<file path="config.mk">
export PLATFORM = sky130hd
export DESIGN_NAME = bcd_score_counter_flat
export DESIGN_NICKNAME = d
export VERILOG_FILES = /design/src/rtl/bcd_score_counter_if.sv /design/src/rtl/bcd_score_counter.sv /design/src/flat_wrapper.sv
export SDC_FILE = /design/constraint.sdc
export NUM_CORES = 1
export LEC_CHECK = 0
export ABC_AREA = 1
export ABC_CLOCK_PERIOD_IN_PS = 3580
export CORE_MARGIN = 5
export CORE_UTILIZATION = 54
export CTS_CLUSTER_SIZE = 8
export DETAILED_ROUTE_END_ITERATION = 8
export HOLD_SLACK_MARGIN = 0.15
export PLACE_DENSITY_LB_ADDON = 0.25
export SLEW_MARGIN = 5
export SYNTH_ARGS = -nofsm -noshare
export SYNTH_HDL_FRONTEND = slang
export SYNTH_SLANG_ARGS = --single-unit
</file>
<file path="constraint.sdc">
create_clock -name clk -period 3.58 [get_ports clk]
set_input_delay 0.716 -clock clk [delete_from_list [all_inputs] [get_ports clk]]
set_output_delay 0.716 -clock clk [all_outputs]
set_load 0.05 [all_outputs]
</file>
<file path="src/rtl/bcd_score_counter_if.sv">
`default_nettype none
// ============================================================================
// Module      : bcd_score_counter_if
// Description : Request/status bundle between game logic and the BCD score
//               counter.
//               Master side (game logic) drives:
//                 clear, add, add_amt, sub, sub_amt, show_high
//               Slave side (score counter) drives:
//                 ready, score, high, disp_bcd, new_record, sat
//               All multi-digit buses are packed BCD, digit 0 in [3:0].
// Revision    : 1.0 - initial release
// ============================================================================
interface bcd_score_counter_if #(
    parameter int DIGITS = 4
);
    logic                  clear;
    logic                  add;
    logic [3:0]            add_amt;
    logic                  sub;
    logic [3:0]            sub_amt;
    logic                  show_high;
    logic                  ready;
    logic [4*DIGITS-1:0]   score;
    logic [4*DIGITS-1:0]   high;
    logic [4*DIGITS-1:0]   disp_bcd;
    logic                  new_record;
    logic                  sat;

    modport master (
        output clear, add, add_amt, sub, sub_amt, show_high,
        input  ready, score, high, disp_bcd, new_record, sat
    );

    modport slave (
        input  clear, add, add_amt, sub, sub_amt, show_high,
        output ready, score, high, disp_bcd, new_record, sat
    );
endinterface
`default_nettype wire

</file>
<file path="src/rtl/bcd_score_counter.sv">
`default_nettype none
// ============================================================================
// Module      : bcd_score_counter
// Description : Packed-BCD score accumulator with running high score.
//               Add/subtract requests are processed digit-serially (one BCD
//               digit per clock) and committed in a final DONE cycle, with
//               saturation at all-9s / zero.
// Ports       : clk        - system clock, rising edge
//               resetn     - asynchronous active-low reset
//               bus.slave  - clear/add/sub requests, operand amounts,
//                            display select; ready, score, high, disp_bcd,
//                            new_record and sat status
// Revision    : 1.0 - initial release
// ============================================================================
module bcd_score_counter #(
    parameter int DIGITS = 4
) (
    input  logic                 clk,
    input  logic                 resetn,
    bcd_score_counter_if.slave   bus
);

    localparam int                  c_IDX_W     = (DIGITS > 1) ? $clog2(DIGITS) : 1;
    localparam logic [1:0]          c_IDLE      = 2'd0;
    localparam logic [1:0]          c_CALC      = 2'd1;
    localparam logic [1:0]          c_DONE      = 2'd2;
    localparam logic                c_OP_ADD    = 1'b0;
    localparam logic                c_OP_SUB    = 1'b1;
    localparam logic [c_IDX_W-1:0]  c_LAST_IDX  = c_IDX_W'(DIGITS - 1);
    localparam logic [4*DIGITS-1:0] c_ALL_NINES = {DIGITS{4'h9}};

    logic [1:0]           r_state;
    logic [c_IDX_W-1:0]   r_idx;
    logic                 r_op;
    logic [3:0]           r_opd;
    logic                 r_carry;      // carry for ADD, borrow for SUB
    logic [4*DIGITS-1:0]  r_work;
    logic [4*DIGITS-1:0]  r_score;
    logic [4*DIGITS-1:0]  r_high;
    logic                 r_new_record;
    logic                 r_sat;

    logic [3:0]           w_add_clamp;
    logic [3:0]           w_sub_clamp;
    logic [3:0]           w_cur_dig;
    logic [3:0]           w_opd_dig;
    logic [4:0]           w_tmp;
    logic [3:0]           w_res_dig;
    logic                 w_carry_nxt;
    logic [4*DIGITS-1:0]  w_work_nxt;
    logic [4*DIGITS-1:0]  w_commit;
    logic                 w_sat;

    assign w_add_clamp = (bus.add_amt > 4'd9) ? 4'd9 : bus.add_amt;
    assign w_sub_clamp = (bus.sub_amt > 4'd9) ? 4'd9 : bus.sub_amt;

    // The single-digit operand only applies to digit 0; higher digits just
    // ripple the carry/borrow.
    assign w_opd_dig = (r_idx == '0) ? r_opd : 4'd0;

    always_comb begin
        w_cur_dig = 4'd0;
        for (int d = 0; d < DIGITS; d++) begin
            if (r_idx == c_IDX_W'(d)) begin
                w_cur_dig = r_work[4*d +: 4];
            end
        end
    end

    // One BCD digit of add/subtract.
    always_comb begin
        w_tmp       = 5'd0;
        w_res_dig   = 4'd0;
        w_carry_nxt = 1'b0;
        if (r_op == c_OP_ADD) begin
            w_tmp = {1'b0, w_cur_dig} + {1'b0, w_opd_dig} + {4'd0, r_carry};
            if (w_tmp > 5'd9) begin
                w_tmp       = w_tmp - 5'd10;
                w_carry_nxt = 1'b1;
            end
            w_res_dig = w_tmp[3:0];
        end else begin
            // w_tmp holds the amount to take away from this digit
            w_tmp = {1'b0, w_opd_dig} + {4'd0, r_carry};
            if ({1'b0, w_cur_dig} < w_tmp) begin
                w_tmp       = {1'b0, w_cur_dig} + 5'd10 - w_tmp;
                w_carry_nxt = 1'b1;
            end else begin
                w_tmp = {1'b0, w_cur_dig} - w_tmp;
            end
            w_res_dig = w_tmp[3:0];
        end
    end

    always_comb begin
        w_work_nxt = r_work;
        for (int d = 0; d < DIGITS; d++) begin
            if (r_idx == c_IDX_W'(d)) begin
                w_work_nxt[4*d +: 4] = w_res_dig;
            end
        end
    end

    // A carry/borrow out of the top digit means the result left the range.
    always_comb begin
        w_commit = r_work;
        w_sat    = 1'b0;
        if (r_carry) begin
            w_sat    = 1'b1;
            w_commit = (r_op == c_OP_ADD) ? c_ALL_NINES : '0;
        end
    end

    always_ff @(posedge clk or negedge resetn) begin
        if (!resetn) begin
            r_state      <= c_IDLE;
            r_idx        <= '0;
            r_op         <= c_OP_ADD;
            r_opd        <= 4'd0;
            r_carry      <= 1'b0;
            r_work       <= '0;
            r_score      <= '0;
            r_high       <= '0;
            r_new_record <= 1'b0;
            r_sat        <= 1'b0;
        end else begin
            r_new_record <= 1'b0;
            r_sat        <= 1'b0;
            if (bus.clear) begin
                r_state <= c_IDLE;
                r_idx   <= '0;
                r_carry <= 1'b0;
                r_work  <= '0;
                r_score <= '0;
            end else begin
                case (r_state)
                    c_IDLE: begin
                        if (bus.add || bus.sub) begin
                            r_op    <= bus.add ? c_OP_ADD : c_OP_SUB;
                            r_opd   <= bus.add ? w_add_clamp : w_sub_clamp;
                            r_work  <= r_score;
                            r_idx   <= '0;
                            r_carry <= 1'b0;
                            r_state <= c_CALC;
                        end
                    end
                    c_CALC: begin
                        r_work  <= w_work_nxt;
                        r_carry <= w_carry_nxt;
                        if (r_idx == c_LAST_IDX) begin
                            r_idx   <= '0;
                            r_state <= c_DONE;
                        end else begin
                            r_idx <= r_idx + c_IDX_W'(1);
                        end
                    end
                    c_DONE: begin
                        r_score <= w_commit;
                        r_sat   <= w_sat;
                        // Packed BCD orders the same as unsigned binary.
                        if (w_commit > r_high) begin
                            r_high       <= w_commit;
                            r_new_record <= 1'b1;
                        end
                        r_state <= c_IDLE;
                    end
                    default: begin
                        r_state <= c_IDLE;
                    end
                endcase
            end
        end
    end

    assign bus.ready      = (r_state == c_IDLE);
    assign bus.score      = r_score;
    assign bus.high       = r_high;
    assign bus.disp_bcd   = bus.show_high ? r_high : r_score;
    assign bus.new_record = r_new_record;
    assign bus.sat        = r_sat;

endmodule
`default_nettype wire
</file>
<file path="src/flat_wrapper.sv">
// flat-port wrapper written by rule: the top's interface ports become plain ports
module bcd_score_counter_flat 
#(
    parameter int DIGITS = 4
)
  (clk, resetn, bus_clear, bus_add, bus_add_amt, bus_sub, bus_sub_amt, bus_show_high, bus_ready, bus_score, bus_high, bus_disp_bcd, bus_new_record, bus_sat);
  bcd_score_counter_if #(.DIGITS(DIGITS)) bus_i ();
  input  logic clk;
  input  logic resetn;
  input wire logic [$bits(bus_i.clear)-1:0] bus_clear;
  input wire logic [$bits(bus_i.add)-1:0] bus_add;
  input wire logic [$bits(bus_i.add_amt)-1:0] bus_add_amt;
  input wire logic [$bits(bus_i.sub)-1:0] bus_sub;
  input wire logic [$bits(bus_i.sub_amt)-1:0] bus_sub_amt;
  input wire logic [$bits(bus_i.show_high)-1:0] bus_show_high;
  output wire logic [$bits(bus_i.ready)-1:0] bus_ready;
  output wire logic [$bits(bus_i.score)-1:0] bus_score;
  output wire logic [$bits(bus_i.high)-1:0] bus_high;
  output wire logic [$bits(bus_i.disp_bcd)-1:0] bus_disp_bcd;
  output wire logic [$bits(bus_i.new_record)-1:0] bus_new_record;
  output wire logic [$bits(bus_i.sat)-1:0] bus_sat;
  assign bus_i.clear = bus_clear;
  assign bus_i.add = bus_add;
  assign bus_i.add_amt = bus_add_amt;
  assign bus_i.sub = bus_sub;
  assign bus_i.sub_amt = bus_sub_amt;
  assign bus_i.show_high = bus_show_high;
  assign bus_ready = bus_i.ready;
  assign bus_score = bus_i.score;
  assign bus_high = bus_i.high;
  assign bus_disp_bcd = bus_i.disp_bcd;
  assign bus_new_record = bus_i.new_record;
  assign bus_sat = bus_i.sat;
  bcd_score_counter #(.DIGITS(DIGITS)) u_core (.clk(clk), .resetn(resetn), .bus(bus_i));
endmodule
</file>
==> flow_summary.ini, run 1 <==
[placed_design]
gp_congestion = 0.980
portBuffers = 64
dp_hpwl_um = 9000

[worst_setup_path]
setup.worst_path.end_class = flop
max_stage_delay_ns = 0.44
worst_setup_path_start_kind = flop
cp_max_fo = 5
slowest_stage = dfrtp_1
critical_path_class = flop to flop
crit_arrival_ns = 3.64
cp.required_ns = 3.80
path_buf_inv = 2
crit_path_frequent_cell = nand2_1
cp_top_family = adder cells
path_cells = ha_1, inv_2, nand2_1, o221ai_2, a22oi_2, fa_2, fa_1, inv_1, nand2_1, nand2_1, ha_1, nand2_1, a21boi_0, nand2_1, nand2_2, nand2_1, nand3_1, nand2_1, nand2_2, nand2_1, nand2_1

[final_layout]
finalNetCount = 660
area_delta_synth_final_pct = 28.7
final_core_util_pct = 71.5
final_cell_mix = nand2_1, inv_1, dfrtp_1
antenna_cells = 0
drive_above_1_share_pct = 10.6
mostFrequentLayoutCell = nand2_1

[die]
start_util_pct = 55.6
die_w_um = 96.6
io_pins = 65
rows = 31
die_height_um = 96.6
core_um2 = 7290
die_area_um2 = 9340

[cts]
clk_latency_ns = 0.34
postCtsSetupRepairBufs = 0
holdBufCountCts = 0
htree_levels = 3
clock-root-buffer = clkbuf_8
clk_pin_slew_worst_paths_ns = 0.07
cts_tree = done
clock_path_buffers = 2
clkSinkCount = 60
cts_buffers = 9
cts_resized = 0

[grt]
overflow = 0
grt_max_degree = 39
grt_pass1_vias = 3906
antenna_found_initial = 0
grt_usage_pct = 25.2
grt_pass1_wl_um = 19300

[power_and_ir_drop]
switching_share_pct = 41.3
cellPowerDensity_nw_per_um2 = 506
ir_drop_uv = 273
p_switching_w = 0.00109
power_leakage_nw = 2.53
p_int_w = 0.00155
power_frac_seq_pct = 29.9
p_comb_share_pct = 44.2
pwr-share-clk_pct = 25.9

[drt]
wl_met2_um = 5600
drt-initial-drc-count = 381
drt_wl_total_um = 11800
highest_layer = met4
routed-via-count = 4035
wl_met1_um = 4830
wl_met3_um = 979
drt.antenna.violating_nets = 0
drcViolationCount = 0
viasPerCell = 5.66
drtPass1Iterations = 5
wl_per_cell_um = 16.5

[timing]
fmax_mhz = 293
setup_violations = 0
drv_slew = 0
period_share_pct = 95.4
hold_viol = 0
relSlewSlack_pct = 26.3
fin_tns_setup_ns = 0
tightest_slew_ns = 1.10
finalClockSkew_ns = 0.0106
fin_crit_ns = 3.42
rsz0062_at_grt = no

[logic_synthesis]
yosys-top-cells-area = dfrtp_1, nand2_1, ha_1
synth_ff_type = dfrtp_1
syn_inst = 541
netlist_area_um2 = 4050
yosys_warnings = 0
ys_types = 33
synth_nets = 592
yosysTopAreaCell = dfrtp_1
synth_seq_cells = 60
synth-async-reset-ratio_pct = 100
yosysSeqAreaShare_pct = 37.0
synth_top_cell_area_share_pct = 37.0
synth.avg_cell_area_um2 = 7.49
synth_edf_count = 0

[run]
drv_cap = 0

[outcome]
status = finished, final reports clean

[min_path]
hp-class = flop to flop
[synthesized netlist by cell type (2+ instances only)]
library cell	n
a21boi_0	2
a21oi_1	35
a21oi_4	2
a22oi_1	2
buf_2	7
clkbuf_1	8
dfrtp_1	60
fa_1	4
ha_1	33
inv_1	91
inv_2	5
nand2_1	144
nand2_2	2
nand3_1	37
nand3b_1	2
nand4_1	4
nor2_1	20
nor2_4	4
o211ai_1	5
o21ai_0	46
o221ai_1	4
o22ai_1	5
o32ai_1	6
xor2_1	4
[flip-flops by register name (all words and copies together), names as in the netlist]
signal / flops
u_core.r_state: 2
u_core.bus.new_record: 1
u_core.r_carry: 1
u_core.bus.score: 16
u_core.bus.high: 16
u_core.bus.sat: 1
u_core.r_op: 1
u_core.r_work: 16
u_core.r_opd: 4
u_core.r_idx: 2
[kinds of logic after synthesis]
| group | Yosys count | share of synthesized area (%) |
|---|---|---|
| AOI/OAI and AO/OA | 111 | 16.3 |
| xor gates and xnor gates | 5 | 1.08 |
| adders and majority gates | 37 | 12.2 |
| buffers and inverters | 111 | 10.5 |
| DFF | 60 | 37.0 |
| muxes | 1 | 0.278 |
| and+or+nand+nor | 216 | 22.6 |
[layer usage]
| layer | global-route usage [%] | up-vias |
|---|---|---|
| met2 | 39.9 | 219 |
| met3 | 5.18 | 36 |
| li1 | - | 1881 |
| met5 | 0 | - |
| met4 | 11.4 | 0 |
| met1 | 33.2 | 1899 |
[final timing paths]
path | cells past startpoint | start | slack, ns | to
worst max-delay path | 21 | u_core.r_idx[0]$_DFFE_PN0P_ | 0.16 | u_core.r_work[10]$_DFFE_PN0P_
worst min-delay path | 2 | u_core.r_work[9]$_DFFE_PN0P_ | 0.48 | u_core.r_work[9]$_DFFE_PN0P_
worst max register to register | 21 | u_core.r_idx[0]$_DFFE_PN0P_ | 0.16 | u_core.r_work[10]$_DFFE_PN0P_
worst min register to register | 2 | u_core.r_work[9]$_DFFE_PN0P_ | 0.48 | u_core.r_work[9]$_DFFE_PN0P_
max in group asynchronous | 2 | resetn | 2.23 | u_core.r_op$_DFFE_PN0P_
min in group asynchronous | 1 | resetn | 0.49 | u_core.bus.high[9]$_DFFE_PN0P_
[power groups by stage]
stage                     Clock (W)  Combinational, W  Sequential [W]
after CTS                  0.000678           0.00111        0.000784
after detailed placement          0           0.00109        0.000796
after global routing       0.000724           0.00128        0.000794
after global placement            0           0.00104        0.000794
final                      0.000684           0.00117        0.000789
after floorplan                   0          0.000786        0.000784
[cell type report]
| class | count | area [um^2] |
|---|---|---|
| clock buffers | 12 | 145 |
| clock inverters | 4 | 72.6 |
| fillers | 596 | 2080 |
| inverters | 96 | 360 |
| multi-input cells | 370 | 2160 |
| flip-flops and latches | 60 | 1500 |
| well taps | 99 | 124 |
| repair buffers | 72 | 856 |
[worst reg2reg max path: stages (launching register included)]
cell	delay, ns
dfrtp_1	0.44
ha_1	0.26
inv_2	0.12
nand2_1	0.13
o221ai_2	0.17
a22oi_2	0.11
fa_2	0.38
fa_1	0.39
inv_1	0.09
nand2_1	0.06
nand2_1	0.10
ha_1	0.20
nand2_1	0.07
a21boi_0	0.12
nand2_1	0.13
nand2_2	0.09
nand2_1	0.07
nand3_1	0.06
nand2_1	0.09
nand2_2	0.10
nand2_1	0.09
nand2_1	0.05
[through the flow]
step / worst slack (ns) / total power (W) / hold WS (ns) / cell area, um^2 / std cells
after floorplan: 0.431 / 0.00157 / 0.420 / 4050 / 541
after global placement: 0.248 / 0.00184 / 0.462 / 4970 / 697
after detailed placement: 0.0416 / 0.00189 / 0.466 / 4970 / 697
after CTS: 0.0191 / 0.00257 / 0.483 / 5180 / 713
after global routing: 0.00878 / 0.00280 / 0.509 / 5220 / 713
final: 0.164 / 0.00264 / 0.485 / 5220 / 713
(Power assumes the default switching activity.)
==> run 2: changes to the inputs <==
--- a/config.mk
+++ b/config.mk
@@ -13,7 +13,6 @@
 export DETAILED_ROUTE_END_ITERATION = 8
 export HOLD_SLACK_MARGIN = 0.15
 export PLACE_DENSITY_LB_ADDON = 0.25
-export SLEW_MARGIN = 5
 export SYNTH_ARGS = -nofsm -noshare
 export SYNTH_HDL_FRONTEND = slang
 export SYNTH_SLANG_ARGS = --single-unit
==> results of run 2 <==
Same layout as run 1: the final DEF is identical, and so are final timing and power.
==> run 3: changes to the inputs <==
--- a/config.mk
+++ b/config.mk
@@ -9,7 +9,7 @@
 export ABC_CLOCK_PERIOD_IN_PS = 3580
 export CORE_MARGIN = 5
 export CORE_UTILIZATION = 54
-export CTS_CLUSTER_SIZE = 8
+export CTS_CLUSTER_SIZE = 28
 export DETAILED_ROUTE_END_ITERATION = 8
 export HOLD_SLACK_MARGIN = 0.15
 export PLACE_DENSITY_LB_ADDON = 0.25
==> results of run 3 <==
Same layout as run 1: the final DEF is identical, and so are final timing and power.
